[src/rtl/k580_crtdma.sv]
// k580_crtdma: single-channel DMA sequencer feeding k580vg75 row buffers.
// Define K580_CRTDMA_AUTOLOAD_EN to implement mode bit1 (autoload at TC).
module k580_crtdma #(
    parameter int ADDR_W = 16,
    parameter int CNT_W  = 14
) (
    input  logic              clk,
    input  logic              rst_n,
    input  logic              ce,
    input  logic [1:0]        iaddr,
    input  logic [7:0]        idata,
    output logic [7:0]        odata,
    input  logic              iwe_n,
    input  logic              ird_n,
    input  logic              drq,
    output logic              dack,
    output logic              hrq,
    input  logic              hlda,
    output logic [ADDR_W-1:0] mem_addr,
    output logic              mem_rd,
    output logic              tc
);

    typedef enum logic [2:0] {
        ST_IDLE,
        ST_REQ,
        ST_S1,
        ST_S2,
        ST_S3
    } state_t;

    state_t             r_state;
    logic [ADDR_W-1:0]  r_base_addr;
    logic [ADDR_W-1:0]  r_cur_addr;
    logic [CNT_W-1:0]   r_base_cnt;
    logic [CNT_W-1:0]   r_cur_cnt;
    logic               r_en;
    logic               r_auto;
    logic               r_ff;
    logic               r_we_d;
    logic               r_rd_d;

    logic               w_wr;
    logic               w_rd_rise;
    logic               w_auto_bit;
    logic               w_busy;
    logic               w_tc_hit;
    logic               w_reload;
    logic               w_en_next;
    logic               w_cont;
    logic [ADDR_W-1:0]  w_addr_next;
    logic [CNT_W-1:0]   w_cnt_next;
    logic [15:0]        w_ba16;
    logic [15:0]        w_ca16;
    logic [15:0]        w_bc16;
    logic [15:0]        w_cc16;
    logic [7:0]         w_rdata;

`ifdef K580_CRTDMA_AUTOLOAD_EN
    assign w_auto_bit = idata[1];
`else
    assign w_auto_bit = 1'b0;
`endif

    assign w_wr      = r_we_d & ~iwe_n;
    assign w_rd_rise = ~r_rd_d & ird_n;
    assign w_busy    = (r_state != ST_IDLE);

    // End-of-transfer bookkeeping: TC detection, autoload and next pointers
    always_comb begin
        w_tc_hit    = (r_cur_cnt == '0);
        w_reload    = w_tc_hit & r_auto;
        w_addr_next = w_reload ? r_base_addr : r_cur_addr + ADDR_W'(1);
        w_cnt_next  = w_reload ? r_base_cnt : r_cur_cnt - CNT_W'(1);
        w_en_next   = r_en & ~(w_tc_hit & ~r_auto);
        w_cont      = drq & w_en_next & hlda;
    end

    // Byte-lane merge of CPU write data into base and current registers
    always_comb begin
        w_ba16 = 16'(r_base_addr);
        w_ca16 = 16'(r_cur_addr);
        w_bc16 = 16'(r_base_cnt);
        w_cc16 = 16'(r_cur_cnt);
        if (r_ff) begin
            w_ba16[15:8] = idata;
            w_ca16[15:8] = idata;
            w_bc16[15:8] = idata;
            w_cc16[15:8] = idata;
        end else begin
            w_ba16[7:0] = idata;
            w_ca16[7:0] = idata;
            w_bc16[7:0] = idata;
            w_cc16[7:0] = idata;
        end
    end

    // CPU read data selection
    always_comb begin
        w_rdata = 8'h00;
        unique case (iaddr)
            2'd0:    w_rdata = r_cur_addr[7:0];
            2'd1:    w_rdata = r_cur_cnt[7:0];
            2'd2:    w_rdata = {6'b0, r_auto, r_en};
            default: w_rdata = {w_busy, 5'b0, r_auto, r_tc_q()};
        endcase
    end

    function automatic logic r_tc_q();
        return tc;
    endfunction

    // Strobe edge detectors for CPU write and read
    always_ff @(posedge clk or negedge rst_n) begin
        if (!rst_n) begin
            r_we_d <= 1'b1;
            r_rd_d <= 1'b1;
        end else begin
            r_we_d <= iwe_n;
            r_rd_d <= ird_n;
        end
    end

    // Registered CPU read port
    always_ff @(posedge clk or negedge rst_n) begin
        if (!rst_n) begin
            odata <= 8'h00;
        end else begin
            odata <= w_rdata;
        end
    end

    // Transfer sequencer and programming registers
    always_ff @(posedge clk or negedge rst_n) begin
        if (!rst_n) begin
            r_state     <= ST_IDLE;
            r_base_addr <= '0;
            r_cur_addr  <= '0;
            r_base_cnt  <= '0;
            r_cur_cnt   <= '0;
            r_en        <= 1'b0;
            r_auto      <= 1'b0;
            r_ff        <= 1'b0;
            hrq         <= 1'b0;
            dack        <= 1'b0;
            mem_rd      <= 1'b0;
            mem_addr    <= '0;
            tc          <= 1'b0;
        end else begin
            if (w_rd_rise && iaddr == 2'd3) begin
                tc <= 1'b0;
            end
            if (ce) begin
                unique case (r_state)
                    ST_IDLE: begin
                        if (r_en && drq) begin
                            r_state <= ST_REQ;
                            hrq     <= 1'b1;
                        end
                    end
                    ST_REQ: begin
                        if (!r_en) begin
                            r_state <= ST_IDLE;
                            hrq     <= 1'b0;
                        end else if (hlda) begin
                            r_state  <= ST_S1;
                            mem_rd   <= 1'b1;
                            mem_addr <= r_cur_addr;
                        end
                    end
                    ST_S1: begin
                        r_state <= ST_S2;
                        dack    <= 1'b1;
                    end
                    ST_S2: begin
                        r_state <= ST_S3;
                        dack    <= 1'b0;
                        mem_rd  <= 1'b0;
                    end
                    ST_S3: begin
                        r_cur_addr <= w_addr_next;
                        r_cur_cnt  <= w_cnt_next;
                        r_en       <= w_en_next;
                        if (w_tc_hit) begin
                            tc <= 1'b1;
                        end
                        if (w_cont) begin
                            r_state  <= ST_S1;
                            mem_rd   <= 1'b1;
                            mem_addr <= w_addr_next;
                        end else begin
                            r_state <= ST_IDLE;
                            hrq     <= 1'b0;
                        end
                    end
                    default: begin
                        r_state <= ST_IDLE;
                        hrq     <= 1'b0;
                        dack    <= 1'b0;
                        mem_rd  <= 1'b0;
                    end
                endcase
            end
            if (w_wr) begin
                unique case (iaddr)
                    2'd0: begin
                        r_base_addr <= ADDR_W'(w_ba16);
                        if (!r_en) begin
                            r_cur_addr <= ADDR_W'(w_ca16);
                        end
                        r_ff <= ~r_ff;
                    end
                    2'd1: begin
                        r_base_cnt <= CNT_W'(w_bc16);
                        if (!r_en) begin
                            r_cur_cnt <= CNT_W'(w_cc16);
                        end
                        r_ff <= ~r_ff;
                    end
                    2'd2: begin
                        r_en   <= idata[0];
                        r_auto <= w_auto_bit;
                        r_ff   <= 1'b0;
                        if (idata[0]) begin
                            r_cur_addr <= r_base_addr;
                            r_cur_cnt  <= r_base_cnt;
                            tc         <= 1'b0;
                        end
                    end
                    default: begin
                    end
                endcase
            end
        end
    end

endmodule

[config.mk]
export PLATFORM = sky130hd
export DESIGN_NAME = k580_crtdma
export DESIGN_NICKNAME = d
export VERILOG_FILES = /design/src/rtl/k580_crtdma.sv
export SDC_FILE = /design/constraint.sdc
export NUM_CORES = 1
export LEC_CHECK = 0
export ABC_AREA = 1
export CAP_MARGIN = 20
export CORE_ASPECT_RATIO = 1.2
export CORE_MARGIN = 2
export CORE_UTILIZATION = 40
export DETAILED_ROUTE_END_ITERATION = 10
export PLACE_DENSITY_LB_ADDON = 0.25
export SYNTH_ARGS = -nofsm -noshare
export SYNTH_HDL_FRONTEND = slang
export SYNTH_SLANG_ARGS = --single-unit
[constraint.sdc]
create_clock -name clk -period 4.9 [get_ports clk]
set_clock_uncertainty 0.05 [all_clocks]
set_input_delay 0.98 -clock clk [delete_from_list [all_inputs] [get_ports clk]]
set_output_delay 0.98 -clock clk [all_outputs]
set_load 0.05 [all_outputs]
==> results of run 1 <==
## synth_stat cells (all sizes together)
cell type / n / share of area, %
a21oi: 49 / 4.4
a221oi: 3 / 0.44
a22oi: 12 / 1.5
a2bb2oi: 1 / 0.15
a31oi: 1 / 0.11
buf: 18 / 1.7
clkbuf: 10 / 0.63
clkinv: 3 / 0.19
dfrtp: 93 / 39
dfstp: 2 / 0.89
ha: 7 / 1.5
inv: 89 / 5.6
mux2: 4 / 0.76
nand2: 287 / 19
nand3: 58 / 5.1
nand4: 7 / 0.74
nor2: 91 / 6.9
nor3: 7 / 0.87
nor4: 1 / 0.11
o211ai: 6 / 0.76
o21a: 2 / 0.25
o21ai: 74 / 6.4
o21bai: 1 / 0.13
o221ai: 1 / 0.15
o22ai: 4 / 0.42
o31ai: 2 / 0.25
or2: 2 / 0.21
or3: 1 / 0.11
xor2: 13 / 1.9
## kinds of logic (layout without fill, tap and decap cells)
kind of cell    count (synthesis)  count (layout)  synth area share [%]
fa+ha+maj                       7               7                  1.48
buf+inv                       120             158                  8.13
simple gates                  454             454                  32.5
xor+xnor                       13              13                  1.92
mux                             4               4                 0.760
compound gates                156             156                  15.0
flops                          95              95                  40.2
## layout make-up
| type | count | area, um^2 | share of cell area (%) |
|---|---|---|---|
| Timing Repair Buffer | 50 | 483 | 7.10 |
| Tap cell | 175 | 219 | 3.22 |
| Sequential cell | 95 | 2380 | 35.0 |
| Clock inverter | 5 | 82.6 | 1.21 |
| Multi-Input combinational cell | 634 | 3060 | 45.0 |
| Inverter | 92 | 345 | 5.07 |
| Clock buffer | 11 | 233 | 3.42 |
## state kept, by name, summed over array words and instances (netlist names), 3 cells and up
signal       flops
mem_addr        16
r_base_addr     16
r_cur_addr      16
r_base_cnt      14
r_cur_cnt       14
odata            8
r_state          3
## path summary, 6_finish.rpt
| check | endpoint | slack (ps) | cells after the start |
|---|---|---|---|
| max in group asynchronous | r_cur_addr[10] | 3150 | 2 |
| min in group asynchronous | r_cur_cnt[9] | 670 | 1 |
| worst min-delay path | mem_addr[4] | 420 | 2 |
| worst max register to register | r_cur_addr[8] | 2220 | 10 |
| worst max-delay path | r_cur_cnt[1] | 1620 | 11 |
| worst min register to register | mem_addr[4] | 420 | 2 |
## worst max-delay path, stage by stage
cell,delay [ps]
sky130_fd_sc_hd__clkdlybuf4s50_1,470
sky130_fd_sc_hd__inv_1,110
sky130_fd_sc_hd__ha_1,310
sky130_fd_sc_hd__inv_1,240
sky130_fd_sc_hd__nor2_1,140
sky130_fd_sc_hd__nand2_1,170
sky130_fd_sc_hd__nor2_2,450
sky130_fd_sc_hd__inv_1,170
sky130_fd_sc_hd__o21ai_0,130
sky130_fd_sc_hd__o21ai_0,130
sky130_fd_sc_hd__a22oi_1,180
## power groups by stage
stage          registers [mW]  logic (mW)  clock network (mW)
2_1_floorplan            1.50       0.792                   0
3_3_place_gp             1.30        1.44                   0
3_5_place_dp             1.30        1.45                   0
4_1_cts                  1.29        1.46               0.775
5_1_grt                  1.32        1.62               0.809
6_report                 1.29        1.45               0.762
## layer usage
layer,track usage [%],part of all wire [%]
met4,9.44,2.8
met2,37.3,48
met1,30.6,45
met3,2.51,4.3
met5,0,0
## per-stage QoR
step                setup slack [ps]  hold WS [ps]  total power [mW]
floorplan                       2490           392              2.29
detailed placement              1350           407              2.75
global placement                1340           404              2.74
finish                          1620           418              3.51
CTS                             1710           423              3.52
global route                    1380           441              3.75
==> results.env, run 1 <==
OUTCOME='finished clean'
FINALSETUPVIOLATIONS=0
NETS=906
PORT_BUFFERS=44
FMAX_MHz=305
CRITPATHLAUNCH='iaddr[1]'
NETLIST_AREA_MM2=0.00592
ANTENNA_FOUND_INITIAL=0
DIE-HEIGHT_UM=137
LAYOUT_COMMON_CELLS='282 x sky130_fd_sc_hd__nand2_1, 93 x sky130_fd_sc_hd__dfrtp_1, 82 x sky130_fd_sc_hd__inv_1'
FIRST_GLOBAL_VIAS=5329
HOLD_START='mem_addr[4]'
DRV_CAP=0
WORSTSETUPSTARTPOINTTYPE='primary input'
INSERTEDDIODECOUNT=0
FINISH.CELL_COUNT_WITHOUT_FILLERS=1062
POWER_FRAC_COMB_PCT=41.5
VIAS=5595
CTS.REPORTEDPATHS.CLKPINSLEW_PS=70
POST_SYNTH.CELL_AREA_AVG_UM2=6.98
TRACK_USAGE_PCT=22.7
FIN_CRIT_SH_PCT=66.9
POST-CTS-SETUP-BUFFERS=0
DATA_ARRIVAL_TIME_OF_THE_CRITICAL_PATH_PS=3490
POWER.NET_SWITCHING_mW=1.53
WORST-PATH-MAX-FANOUT=13
GRT_FIRST_PASS_WIRELENGTH_MM=27.7
TRITONCTS_SINKS=95
DRT_PASS_1_ITERS=8
SHARE_SEQ_OF_TOTAL_POWER_PCT=36.8
POST_SYN_INSTANCES=849
WORSTREG2REGSTART='r_we_d'
CLKLATENCYLATEPIN_PS=350
FINALMAXSLEWVIOLATIONS=0
TOTALNEGATIVESETUPSLACK_PS=0
LAYOUT_FILLER_CELL_COUNT=1476
ROWS=48
FLOORPLAN.DIE.WIDTH_UM=115
POWER.STATIC_LEAKAGE_nW=3.26
UTILIZATION_PCT=47.2
MOSTFREQUENTLAYOUTCELL='sky130_fd_sc_hd__nand2_1'
TIMING.FINAL.CRIT_PERIOD_PS=3280
POSTCTSRESIZEDCELLS=0
POWER_REPORT.INTERNAL_TOTAL_mW=1.97
CP-END-KIND='flop'
FLOW.AREA_GROWTH_FROM_SYNTHESIS_PCT=14.9
SYNTH.NET_COUNT=873
SETUP.WORST_PATH.CLASS='primary input to flop'
REPORT.FINAL.HOLD_VIOL_COUNT=0
CTS_HOLD_BUF=0
HTREEDEPTH=3
PLACED_INST_AREA_MM2=0.00649
MAX_SLEW.WORST_PIN.SLEW_PS=840
CLOCK_NETWORK_POWER_SHARE_PCT=21.7
CORE-AREA_MM2=0.0144
GLOBALPLACE.CONGESTION=0.926
CTS_INSERTED_BUFFERS=9
GRT_MAX_DEGREE=65
POST-ROUTE-CELL-AREA_MM2=0.00681
TRITONCTS='done'
ANT_NETS=0
FINAL_LAYOUT_SIZE_SUFFIX_GT1_SHARE_PCT=6.76
CTS-ROOT-BUF='sky130_fd_sc_hd__clkbuf_16'
DP_HPWL_MM=12.8
DRTITER0DRC=451
POST-PLACE-CELLS=1046
WL_PER_CELL_UM=16.1
DESIGN.PORTCOUNT=45
SYNTH_SEQUENTIAL_AREA_RATIO_PCT=40.2
STARTING_DENSITY_PCT=41.1
CP_DATA_REQUIRED_TIME_PS=5110
DRT-VIAS-PER-INSTANCE=5.27
UNREPAIRED_SETUP_ENDPOINTS_AFTER_GLOBAL_ROUTING='no'
TIMING.MAX_SLEW.REL_SLACK_PCT=44.0
DRC=0
SYNTH_SEQ_CELLS=95
SYNTHESIS.YOSYS.WARNINGS=0
HOLD_CLASS='flop to flop'
POWER.DENSITY_CELL_AREA_mW_PER_MM2=515
GR-TOTAL-OVERFLOW=0
POWER_SWITCHING_SHARE_PCT=43.7
SYNTH_CELL_TYPE_COUNT=44
ROUTED_WIRELENGTH_MM=17.1
CLOCK_PATH_BUFFERS=2
DIE-AREA_MM2=0.0158
VDD.IR_DROP.WORST_mV=0.176
No activity file was read; power rests on OpenSTA's default activity.
==> inputs of run 2 (changes only) <==
Clock period 4.9 ns to 2.8 ns, I/O delays scaled along.
==> run 2 against run 1 <==
- via count up 3.2%
- cell area grew 2.3%
- non-clock buffer count rose by 22
- setup slack got worse by 1200 ps
- combinational power grew 78%
- sequential power grew 76%
- sequential share of layout area down 0.77 points
- sequential cell count unchanged
- largest power group unchanged
- die area stayed put
- clock-buffer cell count up 3
- highest routed layer unchanged
- clock power rose by 59%
- register-to-register slack got worse by 1600 ps
==> results.env, run 2 (same netlist as run 1, synthesis figures left out) <==
GLOBALPLACE.CONGESTION=0.934  # +0.93%
DESIGN.PORTCOUNT=45  # unchanged
HTREEDEPTH=3  # unchanged
LAYOUT_FILLER_CELL_COUNT=1486  # +0.68%
POWER.DENSITY_CELL_AREA_mW_PER_MM2=871  # +69%
INSERTEDDIODECOUNT=0  # unchanged
POWER.STATIC_LEAKAGE_nW=3.36  # +3.0%
SHARE_SEQ_OF_TOTAL_POWER_PCT=37.5  # +0.7 points
REPORT.FINAL.HOLD_VIOL_COUNT=0  # unchanged
CTS_INSERTED_BUFFERS=9  # unchanged
DRC=0  # unchanged
PLACED_INST_AREA_MM2=0.00668  # +2.9%
POST-CTS-SETUP-BUFFERS=0  # unchanged
FINALMAXSLEWVIOLATIONS=0  # unchanged
HOLD_CLASS='primary input to async pin'
DRT-VIAS-PER-INSTANCE=5.32  # +1.1%
GRT_FIRST_PASS_WIRELENGTH_MM=28.4  # +2.6%
NETS=928  # +2.4%
LAYOUT_COMMON_CELLS='282 x sky130_fd_sc_hd__nand2_1, 93 x sky130_fd_sc_hd__dfrtp_1, 82 x sky130_fd_sc_hd__inv_1'
TRACK_USAGE_PCT=23.2  # +0.47 points
MAX_SLEW.WORST_PIN.SLEW_PS=571  # -269 ps
CTS-ROOT-BUF='sky130_fd_sc_hd__clkbuf_16'
POWER_SWITCHING_SHARE_PCT=44.0  # +0.37 points
DIE-HEIGHT_UM=137  # unchanged
CLOCK_PATH_BUFFERS=2  # unchanged
FIRST_GLOBAL_VIAS=5497  # +3.2%
VDD.IR_DROP.WORST_mV=0.278  # +58%
FMAX_MHz=429
WHS_PS=150  # -269 ps
POST-ROUTE-CELL-AREA_MM2=0.00696  # +2.3%
DRTITER0DRC=437  # -3.1%
POSTCTSRESIZEDCELLS=0  # unchanged
STARTING_DENSITY_PCT=41.1  # unchanged
TIMING.MAX_SLEW.REL_SLACK_PCT=61.9  # +18 points
FLOW.AREA_GROWTH_FROM_SYNTHESIS_PCT=17.5
MOSTFREQUENTLAYOUTCELL='sky130_fd_sc_hd__nand2_1'
WORSTREG2REGSTART='r_we_d'
ANTENNA_FOUND_INITIAL=0  # unchanged
POWER_FRAC_COMB_PCT=42.6  # +1.1 points
SETUP.WORST_PATH.CLASS='primary input to flop'
FINAL_LAYOUT_SIZE_SUFFIX_GT1_SHARE_PCT=8.69  # +1.9 points
GRT_MAX_DEGREE=54  # -17%
CLKLATENCYLATEPIN_PS=350  # about the same
CLOCK_NETWORK_POWER_SHARE_PCT=20.0  # -1.7 points
TIMING.FINAL.CRIT_PERIOD_PS=2330
PORT_BUFFERS=44  # unchanged
WORSTSETUPSTARTPOINTTYPE='primary input'
FLOORPLAN.DIE.WIDTH_UM=115  # unchanged
ROUTED_WIRELENGTH_MM=17.4  # +1.8%
DIE-AREA_MM2=0.0158  # unchanged
TRITONCTS_SINKS=95  # unchanged
FINALSETUPVIOLATIONS=0  # unchanged
WORST-PATH-MAX-FANOUT=13  # unchanged
CRITPATHLAUNCH='iaddr[1]'
TOTALNEGATIVESETUPSLACK_PS=0  # unchanged
TRITONCTS='done'
ROWS=48  # unchanged
CORE-AREA_MM2=0.0144  # unchanged
POWER.NET_SWITCHING_mW=2.67  # +74%
ANT_NETS=0  # unchanged
LARGEST_REGISTERS_IN_THE_FINAL_LAYOUT='mem_addr x16, r_base_addr x16, r_cur_addr x16'
DATA_ARRIVAL_TIME_OF_THE_CRITICAL_PATH_PS=2540  # -950 ps
POWER_REPORT.INTERNAL_TOTAL_mW=3.39  # +72%
DRT_PASS_1_ITERS=8  # unchanged
OUTCOME='finished clean'
GR-TOTAL-OVERFLOW=0  # unchanged
WL_PER_CELL_UM=16.1  # -0.26%
CTS_HOLD_BUF=0  # unchanged
DRV_CAP=0  # unchanged
FIN_CRIT_SH_PCT=83.3
VIAS=5772  # +3.2%
UNREPAIRED_SETUP_ENDPOINTS_AFTER_GLOBAL_ROUTING='no'
CP_DATA_REQUIRED_TIME_PS=3010  # -2100 ps
CP-END-KIND='flop'
CTS.REPORTEDPATHS.CLKPINSLEW_PS=60  # about the same
DP_HPWL_MM=13.3  # +3.9%
## run 2: critical path, cell delays in order
cell,delay [ps]
sky130_fd_sc_hd__clkdlybuf4s50_1,480
sky130_fd_sc_hd__inv_1,110
sky130_fd_sc_hd__ha_1,180
sky130_fd_sc_hd__inv_1,70
sky130_fd_sc_hd__nor2_1,100
sky130_fd_sc_hd__nand2_1,90
sky130_fd_sc_hd__nor2_2,410
sky130_fd_sc_hd__inv_1,170
sky130_fd_sc_hd__o21ai_0,120
sky130_fd_sc_hd__o21ai_0,110
sky130_fd_sc_hd__a22oi_1,140
## run 2: through the flow
stage / std cells / worst slack [ps] / power, mW / utilization, %
after floorplan: 849 / 813 / 4.01 / -
after global placement: 1068 / 127 / 4.83 / 46.3
after detailed placement: 1068 / 163 / 4.86 / 46.3
after CTS: 1084 / 514 / 6.08 / 48.3
after global routing: 1084 / 218 / 6.48 / 48.3
final: 1084 / 468 / 6.06 / 48.3
## run 2: layout make-up
type	instances	area, um^2	area share [%]
clock buffers	14	244	3.51
clock inverters	2	35.0	0.503
flip-flops and latches	95	2380	34.2
inverters	92	345	4.96
repair buffers	72	673	9.67
multi-input cells	634	3060	44.0
well taps	175	219	3.15
## run 2: power groups by stage
stage          combinational, mW  clock [mW]  sequential [mW]
2_1_floorplan               1.39           0             2.62
3_3_place_gp                2.55           0             2.28
3_5_place_dp                2.57           0             2.29
4_1_cts                     2.58        1.24             2.26
5_1_grt                     2.88        1.27             2.33
6_report                    2.58        1.21             2.27
## run 2: final timing paths
check                           slack (ps)             end  cells past startpoint
worst max register to register         650    r_cur_cnt[9]                     12
min in group clk                       420     mem_addr[7]                      2
worst max-delay path                   470    r_cur_cnt[1]                     11
worst min register to register         420     mem_addr[7]                      2
max in group asynchronous             1810  r_cur_addr[14]                      2
worst min-delay path                   150    r_cur_cnt[3]                      1
## run 2: metal layers
layer,vias up,track usage (%),wire length [um],part of all wire [%]
met5,-,0,0,0
met4,0,8.10,478,2.7
met3,36,2.73,786,4.5
met2,183,38.9,8350,48
met1,2703,31.0,7830,45
li1,2850,-,-,-
